===== config.mk =====
export PLATFORM = sky130hd
export DESIGN_NAME = ram_loader_flat
export DESIGN_NICKNAME = d
export VERILOG_FILES = /design/src/rtl/loader_pkg.sv /design/src/rtl/ram_loader_if.sv /design/src/rtl/loader_bus_mux.sv /design/src/rtl/ram_loader.sv /design/src/flat_wrapper.sv
export SDC_FILE = /design/constraint.sdc
export NUM_CORES = 1
export LEC_CHECK = 0
export ABC_AREA = 1
export CORE_ASPECT_RATIO = 1.1
export CORE_UTILIZATION = 51
export CTS_CLUSTER_SIZE = 14
export DETAILED_ROUTE_END_ITERATION = 16
export PLACE_DENSITY_LB_ADDON = 0.12
export SYNTH_ARGS = -nofsm -noshare
export SYNTH_HDL_FRONTEND = slang
export SYNTH_SLANG_ARGS = --single-unit

===== constraint.sdc =====
create_clock -name clock -period 2.6 [get_ports clock]
set_clock_uncertainty 0.05 [all_clocks]
set_input_delay 0.52 -clock clock [delete_from_list [all_inputs] [get_ports clock]]
set_output_delay 0.52 -clock clock [all_outputs]
set_load 0.005 [all_outputs]

===== src/rtl/loader_pkg.sv =====
// Shared types and sizing for the program-RAM loader.
// Sizes follow the processor's TLB output width and instruction word.
package loader_pkg;

  localparam int unsigned ADDR_W = 6;
  localparam int unsigned DATA_W = 16;
  localparam int unsigned DEPTH  = 64;
  localparam int unsigned CSUM_W = 16;
  localparam int unsigned CNT_W  = ADDR_W + 1;

  typedef enum logic [2:0] {
    ST_IDLE,
    ST_LOAD,
    ST_VERIFY,
    ST_START,
    ST_RUN,
    ST_DONE,
    ST_ERROR
  } loader_state_t;

  // One RAM port request: address, write data, write enable.
  typedef struct packed {
    logic [ADDR_W-1:0] addr;
    logic [DATA_W-1:0] din;
    logic              w;
  } ram_req_t;

endpackage


===== src/rtl/ram_loader_if.sv =====
// Host word stream into the loader (valid/ready with end-of-image marker).
interface ram_loader_if;
  import loader_pkg::*;

  logic              in_valid;
  logic [DATA_W-1:0] in_data;
  logic              in_last;
  logic              in_ready;

  modport master (output in_valid, in_data, in_last, input in_ready);
  modport slave  (input in_valid, in_data, in_last, output in_ready);

endinterface


===== src/rtl/loader_bus_mux.sv =====
// RAM port select: loader or processor, chosen by a registered grant bit.
module loader_bus_mux
  import loader_pkg::*;
(
  input  logic     grant,
  input  ram_req_t ld_req,
  input  ram_req_t proc_req,
  output ram_req_t ram_req_c
);

  always_comb begin
    ram_req_c = ld_req;
    if (grant) begin
      ram_req_c = proc_req;
    end
  end

endmodule


===== src/rtl/ram_loader.sv =====
// Fills program RAM from a host stream, verifies it by checksum readback,
// then releases the processor and hands it the RAM port.
module ram_loader
  import loader_pkg::*;
(
  input  logic              clock,
  input  logic              reset,
  input  logic              start,
  ram_loader_if.slave       host,
  input  logic [ADDR_W-1:0] proc_addr,
  input  logic [DATA_W-1:0] proc_din,
  input  logic              proc_w,
  input  logic              proc_done,
  output logic [ADDR_W-1:0] ram_addr,
  output logic [DATA_W-1:0] ram_din,
  output logic              ram_w,
  input  logic [DATA_W-1:0] ram_q,
  output logic              proc_resetN,
  output logic              proc_run,
  output logic [CNT_W-1:0]  word_count,
  output logic              busy,
  output logic              load_err,
  output logic              run_done
);

  loader_state_t     state, state_d;
  logic [ADDR_W-1:0] ptr;
  logic [CNT_W-1:0]  rptr;
  logic [CSUM_W-1:0] wsum, rsum;
  logic              ready_q, grant, sample_v;
  logic              xfer_c, issue_c, start_c;
  ram_req_t          ld_req, proc_req, ram_req_c;

  assign host.in_ready = ready_q;
  assign xfer_c  = host.in_valid && ready_q;
  assign issue_c = (state == ST_VERIFY) && (rptr < word_count);
  assign start_c = (state_d == ST_LOAD) && (state != ST_LOAD);

  // Next-state logic
  always_comb begin
    state_d = state;
    unique case (state)
      ST_IDLE, ST_DONE, ST_ERROR: if (start) state_d = ST_LOAD;
      ST_LOAD: begin
        if (xfer_c && (host.in_last || ptr == ADDR_W'(DEPTH - 1))) begin
          state_d = ST_VERIFY;
        end
      end
      // Readback ends one cycle after the last sample lands in rsum
      ST_VERIFY: begin
        if (rptr == word_count + CNT_W'(1)) begin
          state_d = (rsum == wsum) ? ST_START : ST_ERROR;
        end
      end
      ST_START: state_d = ST_RUN;
      ST_RUN:   if (proc_done) state_d = ST_DONE;
      default:  state_d = ST_IDLE;
    endcase
  end

  // Loader-side RAM request: writes in LOAD, reads in VERIFY, idle otherwise
  always_comb begin
    ld_req = '0;
    if (state == ST_LOAD) begin
      ld_req.addr = ptr;
      ld_req.din  = host.in_data;
      ld_req.w    = xfer_c;
    end else if (state == ST_VERIFY) begin
      ld_req.addr = rptr[ADDR_W-1:0];
    end
  end

  always_comb begin
    proc_req      = '0;
    proc_req.addr = proc_addr;
    proc_req.din  = proc_din;
    proc_req.w    = proc_w;
  end

  loader_bus_mux u_mux (
    .grant     (grant),
    .ld_req    (ld_req),
    .proc_req  (proc_req),
    .ram_req_c (ram_req_c)
  );

  assign ram_addr = ram_req_c.addr;
  assign ram_din  = ram_req_c.din;
  assign ram_w    = ram_req_c.w;

  // Status outputs are registered from the next state so they align with state
  always_ff @(posedge clock) begin
    if (reset) begin
      state       <= ST_IDLE;
      ptr         <= '0;
      rptr        <= '0;
      word_count  <= '0;
      wsum        <= '0;
      rsum        <= '0;
      sample_v    <= 1'b0;
      ready_q     <= 1'b0;
      grant       <= 1'b0;
      busy        <= 1'b0;
      proc_resetN <= 1'b0;
      proc_run    <= 1'b0;
      load_err    <= 1'b0;
      run_done    <= 1'b0;
    end else begin
      state       <= state_d;
      ready_q     <= (state_d == ST_LOAD);
      busy        <= (state_d inside {ST_LOAD, ST_VERIFY, ST_START});
      grant       <= (state_d inside {ST_RUN, ST_DONE});
      proc_resetN <= (state_d inside {ST_RUN, ST_DONE});
      proc_run    <= (state_d == ST_RUN) && (state != ST_RUN);
      sample_v    <= issue_c;
      if (start_c) begin
        ptr        <= '0;
        rptr       <= '0;
        word_count <= '0;
        wsum       <= '0;
        rsum       <= '0;
        load_err   <= 1'b0;
        run_done   <= 1'b0;
      end
      if (xfer_c) begin
        ptr        <= ptr + ADDR_W'(1);
        word_count <= word_count + CNT_W'(1);
        wsum       <= wsum + CSUM_W'(host.in_data);
      end
      if (state == ST_VERIFY) begin
        rptr <= rptr + CNT_W'(1);
        if (sample_v) rsum <= rsum + CSUM_W'(ram_q);
      end
      if (state == ST_VERIFY && state_d == ST_ERROR) load_err <= 1'b1;
      if (state == ST_RUN && state_d == ST_DONE) run_done <= 1'b1;
    end
  end

endmodule


===== src/flat_wrapper.sv =====
// flat-port wrapper written by rule: the top's interface ports become plain ports
module ram_loader_flat import loader_pkg::*;
  (clock, reset, start, proc_addr, proc_din, proc_w, proc_done, ram_addr, ram_din, ram_w, ram_q, proc_resetN, proc_run, word_count, busy, load_err, run_done, host_in_valid, host_in_data, host_in_last, host_in_ready);
  ram_loader_if host_i ();
  input  logic clock;
  input  logic reset;
  input  logic start;
  input  logic [ADDR_W-1:0] proc_addr;
  input  logic [DATA_W-1:0] proc_din;
  input  logic proc_w;
  input  logic proc_done;
  output logic [ADDR_W-1:0] ram_addr;
  output logic [DATA_W-1:0] ram_din;
  output logic ram_w;
  input  logic [DATA_W-1:0] ram_q;
  output logic proc_resetN;
  output logic proc_run;
  output logic [CNT_W-1:0] word_count;
  output logic busy;
  output logic load_err;
  output logic run_done;
  input wire logic [$bits(host_i.in_valid)-1:0] host_in_valid;
  input wire logic [$bits(host_i.in_data)-1:0] host_in_data;
  input wire logic [$bits(host_i.in_last)-1:0] host_in_last;
  output wire logic [$bits(host_i.in_ready)-1:0] host_in_ready;
  assign host_i.in_valid = host_in_valid;
  assign host_i.in_data = host_in_data;
  assign host_i.in_last = host_in_last;
  assign host_in_ready = host_i.in_ready;
  ram_loader u_core (.clock(clock), .reset(reset), .start(start), .host(host_i), .proc_addr(proc_addr), .proc_din(proc_din), .proc_w(proc_w), .proc_done(proc_done), .ram_addr(ram_addr), .ram_din(ram_din), .ram_w(ram_w), .ram_q(ram_q), .proc_resetN(proc_resetN), .proc_run(proc_run), .word_count(word_count), .busy(busy), .load_err(load_err), .run_done(run_done));
endmodule

==> results.txt <==
----------------------------------------------------
[Die]
  Core footprint ... about 9400 µm²
  DIE WIDTH ... 95.34 µm
  Standard-cell rows ... 37
  I/O Pins ... 97
  Area of the die ... 9979 µm²
  Starting density of the core ... around 52%
  Vertical die dimension ... around 100 µm

[Critical path]
  Cells along the critical path ... nand2_1 > nor2_4 > buf_4 > nand2_1 > a21oi_1 > clkdlybuf4s50_1
  Nature of the critical path endpoint ... output pin
  Worst setup SP type ... flop
  Worst setup path class ... reg2out
  Slack of the worst reg-to-reg path ... around 0.26 ns
  Cell repeated most along the worst path ... sky130_fd_sc_hd__nand2_1
  Slowest cell delay on critical path ... 0.51 ns
  Depth of the worst register-to-register path ... 14
  Critical path's top delay family ... buffers and inverters
  Worst EP required ... 2.03 ns
  Top fanout value on the critical path ... 9
  Crit-path slowest cell ... sky130_fd_sc_hd__clkdlybuf4s50_1
  CP bufs+invs ... 2
  Reg-to-reg critical path startpoint ... u_core.word_count[0]
  Critical path data arrival time ... 1.95 ns
  Worst r2r dst ... u_core.word_count[0]

[STA]
  Number of failing setup endpoints in the final timing report ... 0
  Sum Neg Setup Slack ... 0 ns
  Pin slew with the least headroom to its limit ... 0.4244 ns
  Fin crit period ... 2.517 ns
  RSZ-0062 raised after global routing ... no
  Hold Slack ... 0.4115 ns
  Pins over their slew limit ... 0
  Worst-case headroom to the max-slew limit ... 70.98%
  Hold Violations, Final ... 0
  Minimum setup slack in the final design ... 0.08319 ns
  Final period utilization ... 96.80%
  Highest achievable clock rate ... slightly below 400 MHz

[Hold path]
  Worst hold path type ... reg2reg
  Launch instance of the worst min-delay path ... u_core.load_err
  Worst hold path stage count ... 2
  Worst min-delay path endpoint ... u_core.load_err

[Synth]
  Ranking of synthesized cells by area ... sky130_fd_sc_hd__dfxtp_1 25%, sky130_fd_sc_hd__nand2_1 15%, sky130_fd_sc_hd__a21oi_1 12%
  Yosys reg bits ... a little over 60
  Synthesized area ... approximately 4900 µm²
  Synth Instances ... 760
  Part of the Yosys area used for sequential elements ... 25.40%
  Number of distinct library cells after synthesis ... 37
  Post-Syn Nets ... 863
  Async set-or-reset flop fraction in the synthesized netlist ... 0%
  Synth Warn # ... 0
  Largest area contributor in the netlist ... sky130_fd_sc_hd__dfxtp_1
  Proportion of netlist area held by the largest area contributor ... about a quarter
  Average cell area after synthesis ... 6.431 µm²
  Most common flop cell mapped by yosys ... sky130_fd_sc_hd__dfxtp_1
  EDFF count, synth ... 0

[Placed design]
  Count of input and output buffers ... 96
  RD Place Congestion ... 0.9267
  Sum of net half-perimeters after detailed placement ... 11050 µm
  Pre-CTS setup slack ... -0.3655 ns

[GRT]
  Pin count of the biggest net entering global routing ... 43
  Number of antenna violations at the first check in global routing ... 0
  Global-route congestion overflow total ... 0
  Via count of the first global-routing pass ... between 5000 and 6000
  GR Util All Layers ... around 30%
  Wire length of the first global-routing pass ... 23540 µm

[CTS]
  H-tree depth ... 3
  Hold Buf Count CTS ... 0
  Clock tree from TritonCTS ... yes
  CTS Sinks ... 62
  Clock network latency to the later pin of the worst-skew pair ... around 0.35 ns
  Cell at the root of the clock tree ... sky130_fd_sc_hd__clkbuf_8
  Clock tree buffer depth ... 2
  Number of buffers created by CTS ... 9
  Clock-pin slew reported for the worst setup and hold paths after clock tree synthesis ... 0.08 ns

[Drt]
  Routed wirelength normalized by instance count ... 14.38 µm
  Via/cell ratio ... roughly 5.5
  Number of nets still failing antenna checks after routing ... 0
  DR DRC count ... 0
  Initial detailed-routing violation count ... 265
  Count of TritonRoute iterations in the first routing pass ... 5
  Total Wirelength ... between 10000 and 15000 µm
  Vias ... 5482

[Pwr]
  Largest vdd supply drop ... 0.2705 mV
  Ratio of total power to cell area ... 418.9 nW/µm²
  Overall power ... 2.649 mW
  Leakage power summed over all cells ... between 2 and 3 nW

[Finish]
  Fraction of layout instances using a drive strength above 1 ... 8.740%
  Most common library cell in the layout ignoring fill and taps ... sky130_fd_sc_hd__nand2_1
  Layout overhead on the synthesized area ... 29.42%
  Leading cell types in the layout, fill and taps excluded ... 189 x sky130_fd_sc_hd__nand2_1, 114 x sky130_fd_sc_hd__a21oi_1, 94 x sky130_fd_sc_hd__clkdlybuf4s50_1, 84 x sky130_fd_sc_hd__nand3_1, 62 x sky130_fd_sc_hd__dfxtp_1
  Post-route core utilization ... about two thirds
  Final antenna diode count ... 0
  Filler cell count ... 863
  Total Nets Final ... approximately 1000
  Register area ... 1241 µm²
  Area of the multi-input gates ... 3273 µm²

[Run status]
  Status ... completed

[Job]
  Max cap viols ... 0

----------------------------------------------------
## stage by stage
stage,cell area (µm²),cells
6_report,6325,998
3_3_place_gp,6087,978
4_1_cts,6282,994
2_1_floorplan,4887,760
5_1_grt,6325,998
3_5_place_dp,6087,978
## cell families after synthesis
| kind of cell | Yosys count | synth area share [%] |
|---|---|---|
| simple gates | 357 | 31.82 |
| compound gates | 193 | 20.92 |
| buf+inv | 90 | 7.936 |
| flops | 62 | 25.40 |
| xor+xnor | 16 | 2.867 |
| fa+ha+maj | 42 | 11.06 |
## what timing repair did
| item | in CTS | in global routing |
|---|---|---|
| resized for setup | 2 | 6 |
| buffers inserted | 0 | 4 |
| pin swaps | 0 | 2 |
| setup endpoints to repair | 3 | 8 |
## final cells by class
cell class	count	share of cell area (%)
Clock buffer	10	2.018
Clock inverter	6	0.9891
Inverter	64	3.798
Multi-Input combinational cell	608	51.75
Sequential cell	62	19.62
Tap cell	117	2.315
Timing Repair Buffer	131	19.51
## worst register-to-register path: stages (launching register included)
cell and delay, ns:
sky130_fd_sc_hd__dfxtp_1 0.44, sky130_fd_sc_hd__ha_1 0.24, sky130_fd_sc_hd__nand2_2 0.08, sky130_fd_sc_hd__nor2_2 0.15, sky130_fd_sc_hd__inv_1 0.09, sky130_fd_sc_hd__nand2_1 0.07, sky130_fd_sc_hd__nand2_1 0.04, sky130_fd_sc_hd__nand2_1 0.05
sky130_fd_sc_hd__nand2_1 0.05, sky130_fd_sc_hd__nor2_1 0.16, sky130_fd_sc_hd__nand3_2 0.16, sky130_fd_sc_hd__nand4_4 0.19, sky130_fd_sc_hd__buf_4 0.24, sky130_fd_sc_hd__nand2_1 0.13, sky130_fd_sc_hd__a21oi_1 0.16
## metal layers
metal  wire length (µm)  vias up  track usage (%)  share of wire [%]
met4                768        0            17.97                5.3
li1                   -     2805                -                  -
met5                  0        -                0                  0
met1               6051     2478            35.25                 42
met3                573       39            2.766                4.0
met2               6962      160            51.48                 48
## worst max path at each step
| stage | cells after the start | from | end | slack [ns] |
|---|---|---|---|---|
| after floorplan | 12 | ram_q[0] | u_core.rsum[10] | 0.26 |
| after global placement | 13 | ram_q[0] | u_core.rsum[10] | -0.32 |
| after detailed placement | 13 | ram_q[0] | u_core.rsum[10] | -0.37 |
| after CTS | 6 | u_core.state[2] | ram_addr[5] | 0.03 |
| after global routing | 6 | u_core.state[0] | ram_w | 0.0005 |
| final | 6 | u_core.state[1] | ram_addr[1] | 0.08 |
## cell usage after synthesis (4+ instances only)
cell	number
sky130_fd_sc_hd__a21oi_1	115
sky130_fd_sc_hd__xnor2_1	12
sky130_fd_sc_hd__buf_2	4
sky130_fd_sc_hd__a21o_1	8
sky130_fd_sc_hd__inv_1	62
sky130_fd_sc_hd__xor2_1	4
sky130_fd_sc_hd__ha_1	40
sky130_fd_sc_hd__nand2_1	189
sky130_fd_sc_hd__nor2_1	55
sky130_fd_sc_hd__nand3_2	7
sky130_fd_sc_hd__dfxtp_1	62
sky130_fd_sc_hd__nor3_1	5
sky130_fd_sc_hd__buf_6	4
sky130_fd_sc_hd__clkbuf_1	16
sky130_fd_sc_hd__or2_2	7
sky130_fd_sc_hd__nand3_1	84
sky130_fd_sc_hd__o21ai_0	55
## sequential cells by signal, summed over array words and instances (netlist names)
signal	count
u_core.word_count	7
u_core.rsum	16
u_core.sample_v	1
u_core.state	3
u_core.run_done	1
u_core.load_err	1
u_core.host.in_ready	1
u_core.ptr	6
u_core.busy	1
u_core.proc_run	1
u_core.proc_resetN	1
u_core.rptr	7
u_core.wsum	16
## report_power, final
| group | leakage, nW | internal [mW] | switching, mW | total, mW |
|---|---|---|---|---|
| clock | 0.0883 | 0.440 | 0.430 | 0.870 |
| sequential | 0.502 | 0.980 | 0.0343 | 1.01 |
| combinational | 2.19 | 0.344 | 0.421 | 0.765 |
| total | 2.78 | 1.76 | 0.885 | 2.65 |
No activity file was read; power rests on OpenSTA's default activity.
